File: config.mk
export PLATFORM = sky130hd
export DESIGN_NAME = ins_encoder
export DESIGN_NICKNAME = d
export VERILOG_FILES = /design/src/rtl/ins_pkg.sv /design/src/rtl/ins_field_pack.sv /design/src/rtl/ins_encoder.sv
export SDC_FILE = /design/constraint.sdc
export NUM_CORES = 1
export LEC_CHECK = 0
export ABC_AREA = 1
export CORE_MARGIN = 3
export CORE_UTILIZATION = 45
export CTS_BUF_LIST = sky130_fd_sc_hd__clkbuf_8 sky130_fd_sc_hd__clkbuf_16
export DETAILED_ROUTE_END_ITERATION = 7
export GPL_ROUTABILITY_DRIVEN = 0
export PLACE_DENSITY = 0.87
export RECOVER_POWER = 25
export SYNTH_ARGS = -nofsm -noshare
export SYNTH_HDL_FRONTEND = slang
export SYNTH_HIERARCHICAL = 1
export SYNTH_SLANG_ARGS = --single-unit
File: constraint.sdc
create_clock -name clk -period 2.51 [get_ports clk]
set_input_delay 0.6275 -clock clk [delete_from_list [all_inputs] [get_ports clk]]
set_output_delay 0.6275 -clock clk [all_outputs]
set_load 0.05 [all_outputs]
File: src/rtl/ins_pkg.sv
// Shared types and encodings for the instruction encoder.
// Op enum, MIPS opcode/funct tables, error codes, FSM states.
package ins_pkg;

  typedef enum logic [4:0] {
    OP_ADD, OP_ADDU, OP_SUB, OP_SUBU,
    OP_AND, OP_OR, OP_XOR, OP_NOR,
    OP_SLT, OP_SLTU, OP_SLL, OP_SRL,
    OP_SRA, OP_SLLV, OP_SRLV, OP_SRAV,
    OP_JR, OP_ADDI, OP_ADDIU, OP_ANDI,
    OP_ORI, OP_XORI, OP_LW, OP_SW,
    OP_BEQ, OP_BNE, OP_SLTI, OP_SLTIU,
    OP_LUI, OP_J, OP_JAL
  } op_e;

  typedef enum logic [1:0] {
    S_IDLE, S_WRITE, S_DONE, S_ERR
  } state_e;

  localparam logic [1:0] ERR_NONE  = 2'd0;
  localparam logic [1:0] ERR_OP    = 2'd1;
  localparam logic [1:0] ERR_RANGE = 2'd2;
  localparam logic [1:0] ERR_ALIGN = 2'd3;

  localparam logic [5:0] FN_ADD  = 6'h20;
  localparam logic [5:0] FN_ADDU = 6'h21;
  localparam logic [5:0] FN_SUB  = 6'h22;
  localparam logic [5:0] FN_SUBU = 6'h23;
  localparam logic [5:0] FN_AND  = 6'h24;
  localparam logic [5:0] FN_OR   = 6'h25;
  localparam logic [5:0] FN_XOR  = 6'h26;
  localparam logic [5:0] FN_NOR  = 6'h27;
  localparam logic [5:0] FN_SLT  = 6'h2a;
  localparam logic [5:0] FN_SLTU = 6'h2b;
  localparam logic [5:0] FN_SLL  = 6'h00;
  localparam logic [5:0] FN_SRL  = 6'h02;
  localparam logic [5:0] FN_SRA  = 6'h03;
  localparam logic [5:0] FN_SLLV = 6'h04;
  localparam logic [5:0] FN_SRLV = 6'h06;
  localparam logic [5:0] FN_SRAV = 6'h07;
  localparam logic [5:0] FN_JR   = 6'h08;

  localparam logic [5:0] OC_ADDI  = 6'h08;
  localparam logic [5:0] OC_ADDIU = 6'h09;
  localparam logic [5:0] OC_ANDI  = 6'h0c;
  localparam logic [5:0] OC_ORI   = 6'h0d;
  localparam logic [5:0] OC_XORI  = 6'h0e;
  localparam logic [5:0] OC_LW    = 6'h23;
  localparam logic [5:0] OC_SW    = 6'h2b;
  localparam logic [5:0] OC_BEQ   = 6'h04;
  localparam logic [5:0] OC_BNE   = 6'h05;
  localparam logic [5:0] OC_SLTI  = 6'h0a;
  localparam logic [5:0] OC_SLTIU = 6'h0b;
  localparam logic [5:0] OC_LUI   = 6'h0f;
  localparam logic [5:0] OC_J     = 6'h02;
  localparam logic [5:0] OC_JAL   = 6'h03;

  function automatic logic [5:0] funct_of(
    input logic [4:0] op
  );
    logic [5:0] f;
    f = 6'h00;
    case (op)
      OP_ADD:  f = FN_ADD;
      OP_ADDU: f = FN_ADDU;
      OP_SUB:  f = FN_SUB;
      OP_SUBU: f = FN_SUBU;
      OP_AND:  f = FN_AND;
      OP_OR:   f = FN_OR;
      OP_XOR:  f = FN_XOR;
      OP_NOR:  f = FN_NOR;
      OP_SLT:  f = FN_SLT;
      OP_SLTU: f = FN_SLTU;
      OP_SLL:  f = FN_SLL;
      OP_SRL:  f = FN_SRL;
      OP_SRA:  f = FN_SRA;
      OP_SLLV: f = FN_SLLV;
      OP_SRLV: f = FN_SRLV;
      OP_SRAV: f = FN_SRAV;
      OP_JR:   f = FN_JR;
      default: f = 6'h00;
    endcase
    return f;
  endfunction

  function automatic logic [5:0] opcode_of(
    input logic [4:0] op
  );
    logic [5:0] c;
    c = 6'h00;
    case (op)
      OP_ADDI:  c = OC_ADDI;
      OP_ADDIU: c = OC_ADDIU;
      OP_ANDI:  c = OC_ANDI;
      OP_ORI:   c = OC_ORI;
      OP_XORI:  c = OC_XORI;
      OP_LW:    c = OC_LW;
      OP_SW:    c = OC_SW;
      OP_BEQ:   c = OC_BEQ;
      OP_BNE:   c = OC_BNE;
      OP_SLTI:  c = OC_SLTI;
      OP_SLTIU: c = OC_SLTIU;
      OP_LUI:   c = OC_LUI;
      OP_J:     c = OC_J;
      OP_JAL:   c = OC_JAL;
      default:  c = 6'h00;
    endcase
    return c;
  endfunction

endpackage

File: src/rtl/ins_field_pack.sv
// Combinational field packer: op + fields -> MIPS word.
// Immediates are checked so re-extension yields the input value.
module ins_field_pack
  import ins_pkg::*;
(
  input  logic [4:0]  op,
  input  logic [4:0]  rs,
  input  logic [4:0]  rt,
  input  logic [4:0]  rd,
  input  logic [31:0] imm,
  output logic [31:0] word,
  output logic [1:0]  err
);

  logic [5:0] fn;
  logic [5:0] oc;
  logic       sext_ok;

  assign fn = funct_of(op);
  assign oc = opcode_of(op);
  assign sext_ok = (imm[31:15] == '0)
                 | (imm[31:15] == '1);

  always_comb begin
    word = '0;
    err  = ERR_NONE;
    case (op)
      OP_ADD, OP_ADDU, OP_SUB, OP_SUBU,
      OP_AND, OP_OR, OP_XOR, OP_NOR,
      OP_SLT, OP_SLTU, OP_SLLV, OP_SRLV,
      OP_SRAV:
        word = {6'b0, rs, rt, rd, 5'b0, fn};
      OP_SLL, OP_SRL, OP_SRA:
        if (|imm[31:5]) err = ERR_RANGE;
        else word = {6'b0, rs, rt, rd,
                     imm[4:0], fn};
      OP_JR:
        word = {6'b0, rs, 15'b0, fn};
      OP_ADDI, OP_ADDIU, OP_SLTI, OP_SLTIU:
        if (!sext_ok) err = ERR_RANGE;
        else word = {oc, rs, rt, imm[15:0]};
      OP_ANDI, OP_ORI, OP_XORI,
      OP_LW, OP_SW, OP_LUI:
        if (|imm[31:16]) err = ERR_RANGE;
        else word = {oc, rs, rt, imm[15:0]};
      OP_BEQ, OP_BNE:
        if (|imm[1:0]) err = ERR_ALIGN;
        else if (|imm[31:18]) err = ERR_RANGE;
        else word = {oc, rs, rt, imm[17:2]};
      // top nibble is the PC region, supplied at jump time
      OP_J, OP_JAL:
        if (|imm[1:0]) err = ERR_ALIGN;
        else word = {oc, imm[27:2]};
      default:
        err = ERR_OP;
    endcase
  end

endmodule

File: src/rtl/ins_encoder.sv
// Instruction encoder: packs field bundles and streams
// the words into instruction memory, one per two cycles.
module ins_encoder
  import ins_pkg::*;
#(
  parameter int              ADDR_W = 10,
  parameter logic [ADDR_W-1:0] BASE = '0
) (
  input  logic              clk,
  input  logic              rst,
  input  logic              start,
  input  logic              in_valid,
  output logic              in_ready,
  input  logic [4:0]        op,
  input  logic [4:0]        rs,
  input  logic [4:0]        rt,
  input  logic [4:0]        rd,
  input  logic [31:0]       imm,
  output logic              im_we,
  output logic [ADDR_W-1:0] im_addr,
  output logic [31:0]       im_wdata,
  output logic              full,
  output logic              err,
  output logic [1:0]        err_code
);

  state_e      state_q;
  state_e      state_d;
  logic [31:0] pk_word;
  logic [1:0]  pk_err;
  logic        accept;
  logic        fail;
  logic        last;

  ins_field_pack u_pack (
    .op   (op),
    .rs   (rs),
    .rt   (rt),
    .rd   (rd),
    .imm  (imm),
    .word (pk_word),
    .err  (pk_err)
  );

  assign in_ready = (state_q == S_IDLE);
  assign last     = (im_addr == '1);

  always_comb begin
    state_d = state_q;
    accept  = 1'b0;
    fail    = 1'b0;
    if (start) begin
      state_d = S_IDLE;
    end else begin
      unique case (state_q)
        S_IDLE:
          if (in_valid) begin
            if (pk_err != ERR_NONE) begin
              fail    = 1'b1;
              state_d = S_ERR;
            end else begin
              accept  = 1'b1;
              state_d = S_WRITE;
            end
          end
        S_WRITE:
          state_d = last ? S_DONE : S_IDLE;
        S_DONE:  state_d = S_DONE;
        S_ERR:   state_d = S_ERR;
        default: state_d = S_IDLE;
      endcase
    end
  end

  always_ff @(posedge clk) begin
    if (rst) begin
      state_q  <= S_IDLE;
      im_we    <= 1'b0;
      im_addr  <= BASE;
      im_wdata <= '0;
      full     <= 1'b0;
      err      <= 1'b0;
      err_code <= ERR_NONE;
    end else begin
      state_q <= state_d;
      im_we   <= accept;
      if (accept) im_wdata <= pk_word;
      if (start) begin
        im_addr  <= BASE;
        full     <= 1'b0;
        err      <= 1'b0;
        err_code <= ERR_NONE;
      end else begin
        // no wrap: the last slot parks the pointer
        if (state_q == S_WRITE) begin
          if (last) full <= 1'b1;
          else im_addr <= im_addr + 1'b1;
        end
        if (fail) begin
          err      <= 1'b1;
          err_code <= pk_err;
        end
      end
    end
  end

endmodule

==> results.cfg, run 1 <==
[run_status]
status = finished, violations left
violations = setup timing

[clocking]
cts-root-buf = clkbuf_8
cts_tree = built
htree_num_levels = 2
postCtsHoldBufs = 0
cts.sinks = 49
clock_latency_ps = 320
cts.path.max_buffers = 2
cts_buffers = 5
clkTransAtPathRegs_ps = 100

[yosys]
synth_common_cells = nand2_1 (165), nor2_1 (145), nand3_1 (75)
synth_area_leaders = dfxtp_1 (26%), nand2_1 (16%), nor2_1 (14%)
yosysTopAreaCellShare = 0.255
ys_seq_elements = 49
synth_flop_cell = dfxtp_1
syn_area_per_cell_um2 = 5.80
syn_nets = 732
yosys.area.top_type = dfxtp_1
synth_area_um2 = 3840
synth_most_common_cell = nand2_1
ys_seq_area_frac = 0.255
synth-async-reset-ratio = 0
yosys_warnings = 6
syn_inst = 662
ys_types = 31
synth_edf_count = 0

[setup_path]
r2r_slack_ps = 840
critPathArrivalTime_ps = 2800
cp.required_ps = 2760
crit_path_max_fanout = 11
critPathTopFamily = simple AND/OR/NAND/NOR gates
cp-endpoint = im_wdata[28]
cp-start-kind = input port
r2r_start = state_q[0]
path_cells = buf_8 > buf_6 > ha_4 > inv_2 > nand2_2 > nand3_2 > inv_2 > nor2_4 > nor2_2 > a21oi_2 > nand4_1 > nor2_2 > inv_2 > nor2_4 > buf_4 > clkbuf_16 > o21ai_0 > nor2_1
path_class = input port to register
reg2reg_depth = 8
rr_endpoint = im_wdata[28]
slowest_delay_ps = 210
cp-startpoint = op[0]
crit_cells = 18
setup.worst_path.end_class = register
crit_top_cell = inv_2
slowest_stage = nor2_2
critical_path_buf_inv_count = 7

[drt]
first_iter_violations = 496
postRouteAntennaNets = 0
dr.pass1.iters = 6
highest_layer = met4
vias = 5187
wirelength_mm = 14.8
drc_errors = 0
wl_met1_mm = 5.61
vias_per_cell = 5.48
met3_length_mm = 1.24
route.detailed.wl_per_inst_um = 15.6
wl_met2_mm = 7.23

[floorplan]
initial_core_util = 0.465
die_area_um2 = 9680
die_w_um = 98.4
die_h_um = 98.4
ios = 104
num_rows = 33
core_um2 = 8260

[power]
p_comb_frac = 0.377
p_clk_frac = 0.225
power.internal_w = 0.00134
swShare = 0.368
powerDensity_nw_per_um2 = 351
peakVddDrop_v = 0.000237
power_switching_w = 0.000779
p_leak_nw = 3.01
p_seq_frac = 0.398

[sta]
finalClockSkew_ps = 6.50
slew_viol_final = 0
fmax_ghz = 0.393
post-route-period-util = 1.01
finalHoldViolations = 0
setup-violations-final = 2
setup_slack_ps = -37.2
period_minus_slack_ps = 2550
tightest_slew_ps = 525
relSlewSlack = 0.649

[grt]
antenna_found_initial = 0
grt_pass1_wl_mm = 21.3
grt_pass1_vias = 4633
grt_max_degree = 33
track_usage = 0.265
grt.overflow.total = 0

[final_layout]
drive_gt1_frac = 0.235
fin_nets = 911
final_cell_area_um2 = 6030
finalNonFillerCells = 947
areaGrowthSynthToFinish_pct = 56.8
antenna_cells = 0

[placement]
place_area_um2 = 5480
dp_cells = 924
place.port_buffers = 103
hpwl_mm = 9.92

[job]
cap_violations = 0

[worst_hold_path]
hold_class = register to register
routing by layer:
layer / GRT usage / vias to the layer above
li1: - / 2454
met1: 0.318 / 2340
met2: 0.464 / 314
met3: 0.0421 / 79
met4: 0.113 / 0
met5: 0 / -
layout make-up:
cell class	instances	area [um2]
multi-input combinational	518	2680
fill	630	2230
timing repair buffer	195	1870
sequential	49	981
inverter	72	277
tap	105	131
clock buffer	5	68.8
clock inverter	3	18.8
per-stage QoR:
stage	TNS, ps	total power [W]	setup WS (ps)	hold WS (ps)	util
after global placement	-18710	0.00153	-571	445	0.663
after CTS	0	0.00204	4.89	469	0.682
after detailed placement	-25020	0.00155	-789	456	0.663
after floorplan	0	0.00122	15.7	545	-
after global routing	-2620	0.00220	-174	495	0.730
final	-66.5	0.00212	-37.2	475	0.730
timing repair:
action | CTS | global route
resized for setup | 19 | 100
pin swaps | 4 | 13
endpoints found under the setup margin | 34 | 36
gates cloned | 0 | 3
buffers inserted | 5 | 7
worst reg2reg max path: cells and delay by family, from the launching register on:
family	cells	cell delay, ps
buffers and inverters	3	440
AO/OA/AOI/OAI	1	90
adder cells (fa/ha/maj)	1	210
AND/OR/NAND/NOR	3	520
flip-flops	1	350
power groups by stage:
stage	Combinational [W]	Clock, W	Sequential [W]
2_1_floorplan	0.000239	0	0.000979
5_1_grt	0.000848	0.000509	0.000847
3_5_place_dp	0.000695	0	0.000858
3_3_place_gp	0.000677	0	0.000858
6_report	0.000799	0.000477	0.000842
4_1_cts	0.000721	0.000476	0.000841
flip-flops by register name, indices dropped and copies added (netlist names):
signal,cells
im_addr,10
state_q,2
full,1
err,1
im_wdata,32
im_we,1
err_code,2
kinds of logic after synthesis:
kind of cell / after synthesis / share of synthesized area
buf+inv: 95 / 0.105
compound gates: 79 / 0.117
other cells: 1 / 0.000976
flops: 49 / 0.255
simple gates: 421 / 0.469
fa+ha+maj: 14 / 0.0456
xor+xnor: 3 / 0.00684
cell usage in the layout, fill, tap and decap left out, types with 12 or more instances in the layout:
cell	synthesis	final
nand2_1	165	156
nor2_1	145	113
buf_4	3	81
clkdlybuf4s50_1	0	76
nand3_1	75	71
inv_1	61	53
dfxtp_1	49	49
o21ai_0	43	42
nor2_2	5	29
dlymetal6s2s_1	0	22
a21oi_1	21	20
inv_2	9	16
nand2_2	7	15
nand4_1	12	12
how the worst min path moves through the flow:
stage | start | endpoint | slack [ps] | depth (start not counted)
2_1_floorplan | state_q[1] | state_q[1] | 550 | 2
3_3_place_gp | full | full | 440 | 2
3_5_place_dp | full | full | 460 | 2
4_1_cts | full | full | 470 | 2
5_1_grt | full | full | 500 | 2
6_report | full | full | 470 | 2
Note: power is estimated with default switching activity, not from simulation.
==> run 2, diff against run 1 <==
CORE_UTILIZATION = 55   (was 45)
DONT_BUFFER_PORTS = 1   (was unset)
PLACE_DENSITY = 0.82   (was 0.87)
REMOVE_ABC_BUFFERS = 1   (was unset)
==> results.cfg, run 2 (same netlist as run 1, synthesis figures left out) <==
[final_layout]
drive_gt1_frac = 0.114
top_register = im_wdata
mostFrequentLayoutCells = nand2_1 (165), nor2_1 (144), nand3_1 (75)
largest_reg_flops = 32
fin_nets = 753
finalNonFillerCells = 777
largestRegisters = im_wdata x32, im_addr x10
final_cell_area_um2 = 4240
antenna_cells = 0
areaGrowthSynthToFinish_pct = 10.3
final_common_cell = nand2_1

[sta]
finalClockSkew_ps = 5.42
finalHoldViolations = 0
setup_slack_ps = 233
tightest_slew_ps = 842
fmax_ghz = 0.439
fin_hold_ws_ps = 385
slew_viol_final = 0
post-route-period-util = 0.907
setup-violations-final = 0
period_minus_slack_ps = 2280
relSlewSlack = 0.438
rsz0062_at_grt = false

[floorplan]
num_rows = 29
initial_core_util = 0.585
die_w_um = 89.6
die_h_um = 89.6
core_um2 = 6570
ios = 104
die_area_um2 = 8030

[grt]
grt_pass1_vias = 4105
grt.overflow.total = 0
antenna_found_initial = 0
track_usage = 0.280
grt_pass1_wl_mm = 17.9
grt_max_degree = 33

[power]
powerDensity_nw_per_um2 = 444
peakVddDrop_v = 0.000330
power_switching_w = 0.000646
p_seq_frac = 0.513
p_total_w = 0.00188
p_clk_frac = 0.306
p_comb_frac = 0.181
swShare = 0.343
power.internal_w = 0.00124
p_leak_nw = 2.14

[setup_path]
path_class = input port to register
reg2reg_depth = 8
cp-endpoint = im_wdata[3]
r2r_start = state_q[0]
slowest_delay_ps = 210
setup.worst_path.end_class = register
crit_path_max_fanout = 19
cp-startpoint = op[0]
rr_endpoint = im_wdata[3]
path_cells = inv_1 > ha_1 > inv_1 > nand2_1 > nand2_1 > nor2_2 > nor2_2 > nor2_1 > a21oi_1 > nand4_1 > nor2_2 > inv_1 > nor2_4 > inv_2 > buf_12 > nor2_1 > nor2_1
crit_cells = 17
cp-start-kind = input port
critical_path_buf_inv_count = 5
critPathArrivalTime_ps = 2480
r2r_slack_ps = 530
cp.required_ps = 2720
critPathTopFamily = simple AND/OR/NAND/NOR gates
slowest_stage = ha_1

[placement]
place_ws_ps = -65.5
dp_cells = 769
place.port_buffers = 0
hpwl_mm = 8.55
place_area_um2 = 4130

[clocking]
post_cts_buffers = 0
cts_buffers = 5
cts-root-buf = clkbuf_8
cts.path.max_buffers = 2
clkTransAtPathRegs_ps = 90
htree_num_levels = 2
cts_tree = built
clock_latency_ps = 310
postCtsHoldBufs = 0
cts.sinks = 49

[run_status]
status = finished, final reports clean

[worst_hold_path]
hold_class = input port to register

[drt]
drc_errors = 0
first_iter_violations = 309
vias_per_cell = 5.56
route.detailed.wl_per_inst_um = 14.5
dr.pass1.iters = 5
postRouteAntennaNets = 0
wirelength_mm = 11.3
vias = 4318

[job]
cap_violations = 0
==> run 2: changes by cell type in the layout (fill, tap and decap cells not counted), moves of 4 or more <==
cell,delta
nor2_1,+31
nand2_1,+9
nand2_2,-8
clkdlybuf4s50_1,-76
nand3_2,-4
dlymetal6s2s_1,-22
buf_4,-51
inv_2,-7
inv_1,+9
nor2_2,-23
nor2_4,-8
nand3_1,+4
==> run 2: layer usage <==
layer,part of all wire,global-route usage,up-vias,wire (um)
met4,0.025,0.103,0,279
met1,0.40,0.329,1960,4500
met2,0.47,0.471,196,5240
li1,-,-,2136,-
met5,0,0,-,0
met3,0.11,0.0949,26,1250
==> run 2: power groups by stage <==
stage	Clock [W]	Sequential, W	Combinational, W
4_1_cts	0.000587	0.000966	0.000335
3_3_place_gp	0	0.000984	0.000321
2_1_floorplan	0	0.000979	0.000223
6_report	0.000575	0.000966	0.000341
3_5_place_dp	0	0.000984	0.000333
5_1_grt	0.000611	0.000970	0.000382
==> run 2: worst reg2reg max path, delay by kind of cell (launching register included) <==
family | cells | cell delay, ps
buf+inv | 3 | 360
simple gates | 4 | 640
fa+ha+maj | 1 | 530
flops | 1 | 350
==> run 2: repair_timing <==
action | CTS | global route
resized for setup | 0 | 4
endpoints found under the hold margin | 0 | 0
endpoints found under the setup margin | 0 | 20
==> run 2: final cells by class <==
class / count / area (um2)
timing repair buffer: 37 / 299
fill: 641 / 2330
clock inverter: 3 / 42.5
multi-input combinational: 518 / 2460
clock buffer: 5 / 68.8
inverter: 72 / 270
sequential: 49 / 981
tap: 93 / 116
==> run 2: worst min path at each step <==
| stage | from | end | slack, ps | cells after the start |
|---|---|---|---|---|
| floorplan | state_q[1] | state_q[1] | 550 | 2 |
| global placement | im_addr[3] | im_addr[3] | 500 | 2 |
| detailed placement | im_addr[3] | im_addr[3] | 520 | 2 |
| CTS | rst | im_we | 370 | 1 |
| global route | rst | im_we | 370 | 1 |
| finish | rst | im_we | 380 | 1 |
==> run 2: stage by stage <==
| stage | util | setup TNS [ps] |
|---|---|---|
| 6_report | 0.645 | 0 |
| 2_1_floorplan | - | -12670 |
| 3_5_place_dp | 0.629 | -1170 |
| 5_1_grt | 0.645 | 0 |
| 4_1_cts | 0.645 | 0 |
| 3_3_place_gp | 0.629 | 0 |
==> run 3, diff against run 2 <==
ABC_CLOCK_PERIOD_IN_PS = 2510   (was unset)
==> results of run 3 <==
No change in the layout: final DEF, timing and power equal those of run 2.
==> patch 1: new RTL, flow settings as in run 1 <==
The parameter `ADDR_W` goes from 10 to 8.
--- a/src/rtl/ins_encoder.sv
+++ b/src/rtl/ins_encoder.sv
@@ -3,7 +3,7 @@
 module ins_encoder
   import ins_pkg::*;
 #(
-  parameter int              ADDR_W = 10,
+  parameter int              ADDR_W = 8,
   parameter logic [ADDR_W-1:0] BASE = '0
 ) (
   input  logic              clk,
Interface: changed (resized im_addr); port bits go from 104 to 102. No check against the original RTL was run, so the function may have changed too.
==> patch 1 against run 1 <==
- the flow still finishes with violations (negative setup slack)
- sequential share of layout area down 0.52 points
- final area fell by 0.91%
- routed wire length grew 3.8%
- sequential cell count decreased by 2
- power down 0.59%
- core utilization rose by 2.7 points
- count of clock-buffer cells in the layout is the same
- area after synthesis fell by 2.6%
- non-clock buffer count is 1 higher
- critical path depth is 4 lower
- setup slack better by 29 ps
- global-route usage grew 1.2 points
- die area is 2.4% lower
- critical endpoint is now im_wdata[27]
==> patch 1: results <==
outcome:
  status: "finished, violations left"
  violations: "negative setup slack"
cells_and_area:
  drive_gt1_frac: 0.239
  reg_top3: "im_wdata (32), im_addr (8)"
  num-nets-final: 894
  fillers: 549
  layout_commonest_cell: "nand2_1"
min_path:
  hp-class: "register to register"
placement:
  hpwl_mm: 9.89
  dp_slack_ps: -617
  io_buffers: 101
  placed_area_um2: 5360
power:
  internal-power_mw: 1.32
  ir_drop_mv: 0.245
  p_leak_nw: 2.91
yosys:
  synthTopCellsByArea: "dfxtp_1, nand2_1, nor2_1"
  synthesis.nets: 714
  seq_area_frac_synth: 0.251
  yosys_warnings: 6
  ys_types: 32
  async_flop_share: 0
  ys_top_cells_by_count: "nand2_1, nor2_1, nand3_1"
worst_setup_path:
  critPathMaxStageDelay_ps: 460
  cp_max_fo: 8
  critPathArrivalTime_ps: 2750
  slowest_stage: "clkdlybuf4s50_1"
timing:
  finalSetupViolCount: 1
  fin_ws_ps: -7.82
  worstMarginPinSlew_ps: 526
  fin_skew_ps: 7.89
grt:
  grt_pass1_vias: 4841
  grt_pass1_wl_mm: 21.9
  track_usage: 0.276
  grt_max_degree: 33
route:
  vias: 5274
  wl_mm: 15.4
  dr.pass1.iters: 8
  drt_iter0_drc: 606
cts:
  clock_path_buffers: 2
  ctsRootBufferMaster: "clkbuf_8"
==> patch 1: path summary, 6_finish.rpt <==
path                       end  slack (ps)  startpoint  cells past startpoint
setup / recovery  im_wdata[27]          -8      imm[5]                     14
hold / removal            full         460        full                      2
setup reg to reg  im_wdata[27]         710  state_q[0]                     10
hold reg to reg           full         460        full                      2
==> patch 1: area by class of cell <==
type,instances,area [um2],share of cell area
Multi-Input combinational cell,511,2640,0.442
Timing Repair Buffer,196,1930,0.323
Sequential cell,47,941,0.158
Inverter,63,254,0.0425
Tap cell,102,128,0.0214
Clock buffer,5,68.8,0.0115
Clock inverter,3,16.3,0.00272
==> patch 1: critical path, delay by kind of cell <==
family	cells	cell delay, ps
AO/OA/AOI/OAI	1	160
AND/OR/NAND/NOR	8	1060
buffers and inverters	5	890
==> patch 1: power groups by stage <==
stage          sequential [mW]  combinational (mW)  clock, mW
6_report                 0.811               0.832      0.462
3_3_place_gp             0.825               0.696          0
2_1_floorplan            0.947               0.260          0
5_1_grt                  0.814               0.879      0.483
3_5_place_dp             0.826               0.715          0
4_1_cts                  0.808               0.768      0.448
==> patch 1: per-layer routing <==
layer,global-route usage,part of all wire,vias up
li1,-,-,2399
met4,0.122,0.048,0
met5,0,0,-
met1,0.308,0.36,2357
met3,0.0438,0.092,104
met2,0.513,0.50,414
==> patch 1: per-stage QoR <==
step / TNS [ps] / hold slack [ps] / std cells
2_1_floorplan: 0 / 545 / 644
3_3_place_gp: -13040 / 439 / 903
3_5_place_dp: -19660 / 448 / 903
4_1_cts: 0 / 461 / 921
5_1_grt: -155 / 489 / 927
6_report: -7.82 / 457 / 927
==> patch 1: cell families (layout without fill, tap and decap cells) <==
kind of cell | Yosys count | in the layout | share of synthesized area
and+or+nand+nor | 417 | 417 | 0.473
AOI/OAI and AO/OA | 76 | 76 | 0.116
xor gates and xnor gates | 3 | 3 | 0.00702
buffers and inverters | 86 | 267 | 0.104
adders and majority gates | 14 | 14 | 0.0468
other | 1 | 1 | 0.00100
DFF | 47 | 47 | 0.251
==> patch 1: what timing repair did <==
item	CTS	global route
gates resized for setup	47	89
hold buffers	0	0
buffers inserted	6	5
hold endpoints to repair	0	0
gates cloned	4	1
endpoints found under the setup margin	35	34
pin swaps	6	32
==> patch 2: new RTL, flow settings as in run 1 <==
Made on the original files. Register the output `err_code` once more, with the module's reset; this adds one clock of latency there. The other outputs are not delayed to match.
--- a/src/rtl/ins_encoder.sv
+++ b/src/rtl/ins_encoder.sv
@@ -23,6 +23,8 @@
   output logic              err,
   output logic [1:0]        err_code
 );
+
+  logic [1:0] err_code_s0;
 
   state_e      state_q;
   state_e      state_d;
@@ -80,7 +82,7 @@
       im_wdata <= '0;
       full     <= 1'b0;
       err      <= 1'b0;
-      err_code <= ERR_NONE;
+      err_code_s0 <= ERR_NONE;
     end else begin
       state_q <= state_d;
       im_we   <= accept;
@@ -89,7 +91,7 @@
         im_addr  <= BASE;
         full     <= 1'b0;
         err      <= 1'b0;
-        err_code <= ERR_NONE;
+        err_code_s0 <= ERR_NONE;
       end else begin
         // no wrap: the last slot parks the pointer
         if (state_q == S_WRITE) begin
@@ -98,11 +100,19 @@
         end
         if (fail) begin
           err      <= 1'b1;
-          err_code <= pk_err;
+          err_code_s0 <= pk_err;
         end
       end
     end
   end
 
+  always_ff @(posedge clk) begin
+    if (rst) begin
+      err_code <= '0;
+    end else begin
+      err_code <= err_code_s0;
+    end
+  end
+
 endmodule
 
Formal check against the unedited RTL: not equivalent (Yosys sat finds a counterexample within 4 cycles, from zero or initial values and one cycle with rst high).
==> patch 2 against run 1 <==
- sequential cell count grew 2
- non-clock buffer count grew 2
- worst hold slack lost 43 ps
- setup slack gained 63 ps
- power grew 11%
- largest cell class unchanged
- core utilization grew 1.1 points
- area after synthesis grew 1.4%
- register-to-register slack gained 30 ps
- largest power group unchanged
- final area grew 2.0%
- routed wire length grew 0.22%
- die area grew 1.3%
- critical endpoint is now im_wdata[18]
==> patch 2: results <==
cts:
  ctsHtreeMaxLevel: 2
  clock_path_buffers: 2
yosys:
  synthesis.nets: 738
  ys_ff_latch: 51
  muxShareOfSynthArea: 0
  ys_top_cells_by_count: "nand2_1, nor2_1, nand3_1"
  synthAdderAreaFrac: 0.0449
  synth_ff_type: "dfxtp_1"
  synth_compound_area_frac: 0.115
  syn_inst: 668
  yosys.area_share.xor_xnor: 0.00674
  synthTopCellsByArea: "dfxtp_1, nand2_1, nor2_1"
grt:
  met3_usage: 0.0425
  grt_max_degree: 22
  use_met2: 0.490
  track_usage: 0.269
  globalRouteMet1Util: 0.317
  grt_pass1_vias: 4998
  antenna_found_initial: 1
route:
  wl_per_cell_um: 15.5
  wirelength_met1_mm: 5.55
  via_per_inst: 5.51
  wl_met2_mm: 7.30
cells_and_area:
  bufAreaShareNonClock: 0.312
  drive_gt1_frac: 0.226
  inv_count: 74
  sh_seq_area: 0.166
  insertedDiodeCount: 1
  multi_input_gates: 520
  num-nets-final: 919
  fillers: 596
  multi_input_area_share: 0.431
  final_cells: 956
  buffers_excl_clock: 197
worst_setup_path:
  r2r-end: "im_wdata[8]"
  crit_end: "im_wdata[18]"
  critPathArrivalTime_ps: 2700
  r2r_slack_ps: 870
  cp_max_fo: 7
timing:
  finalSetupViolCount: 0
  slew_headroom: 0.644
  final_max_slew_viol_count: 0
placement:
  place_inst: 934
  hpwl_mm: 10.4
  placed_area_um2: 5580
power:
  comb_power_share: 0.337
  power.switching_mw: 0.771
  ir_drop_mv: 0.319
  clk-power_mw: 0.681
  p_leak_nw: 3.14
  internal-power_mw: 1.58
outcome:
  status: "completed"
min_path:
  worstHoldStart: "err_code_s0[0]"
  min_to: "err_code[0]"
floorplanning:
  initial_utilization: 0.470
==> patch 2: what timing repair did <==
item,in CTS,in global routing
hold endpoints to repair,0,0
gates cloned,0,4
buffers inserted,2,7
setup endpoints to repair,35,34
gates resized for setup,14,98
pin swaps,4,27
==> patch 2: through the flow <==
| step | setup WS (ps) | util | hold WS (ps) | setup TNS (ps) |
|---|---|---|---|---|
| 2_1_floorplan | 15.7 | - | 403 | 0 |
| 3_3_place_gp | -575 | 0.672 | 417 | -19040 |
| 3_5_place_dp | -674 | 0.672 | 420 | -22520 |
| 4_1_cts | 0.341 | 0.693 | 435 | 0 |
| 5_1_grt | -79.5 | 0.741 | 470 | -1460 |
| 6_report | 26.2 | 0.741 | 432 | 0 |
==> patch 2: worst max-delay path, stage by stage <==
cell and delay (ps):
clkdlybuf4s50_1 470, inv_1 80, nand2_1 70, nand3b_1 200, o21ai_1 150, nand4_1 170, nor2_2 190, inv_2 90
nor2_4 160, clkinv_4 160, clkbuf_16 190, nor2_2 80, nor2_1 60
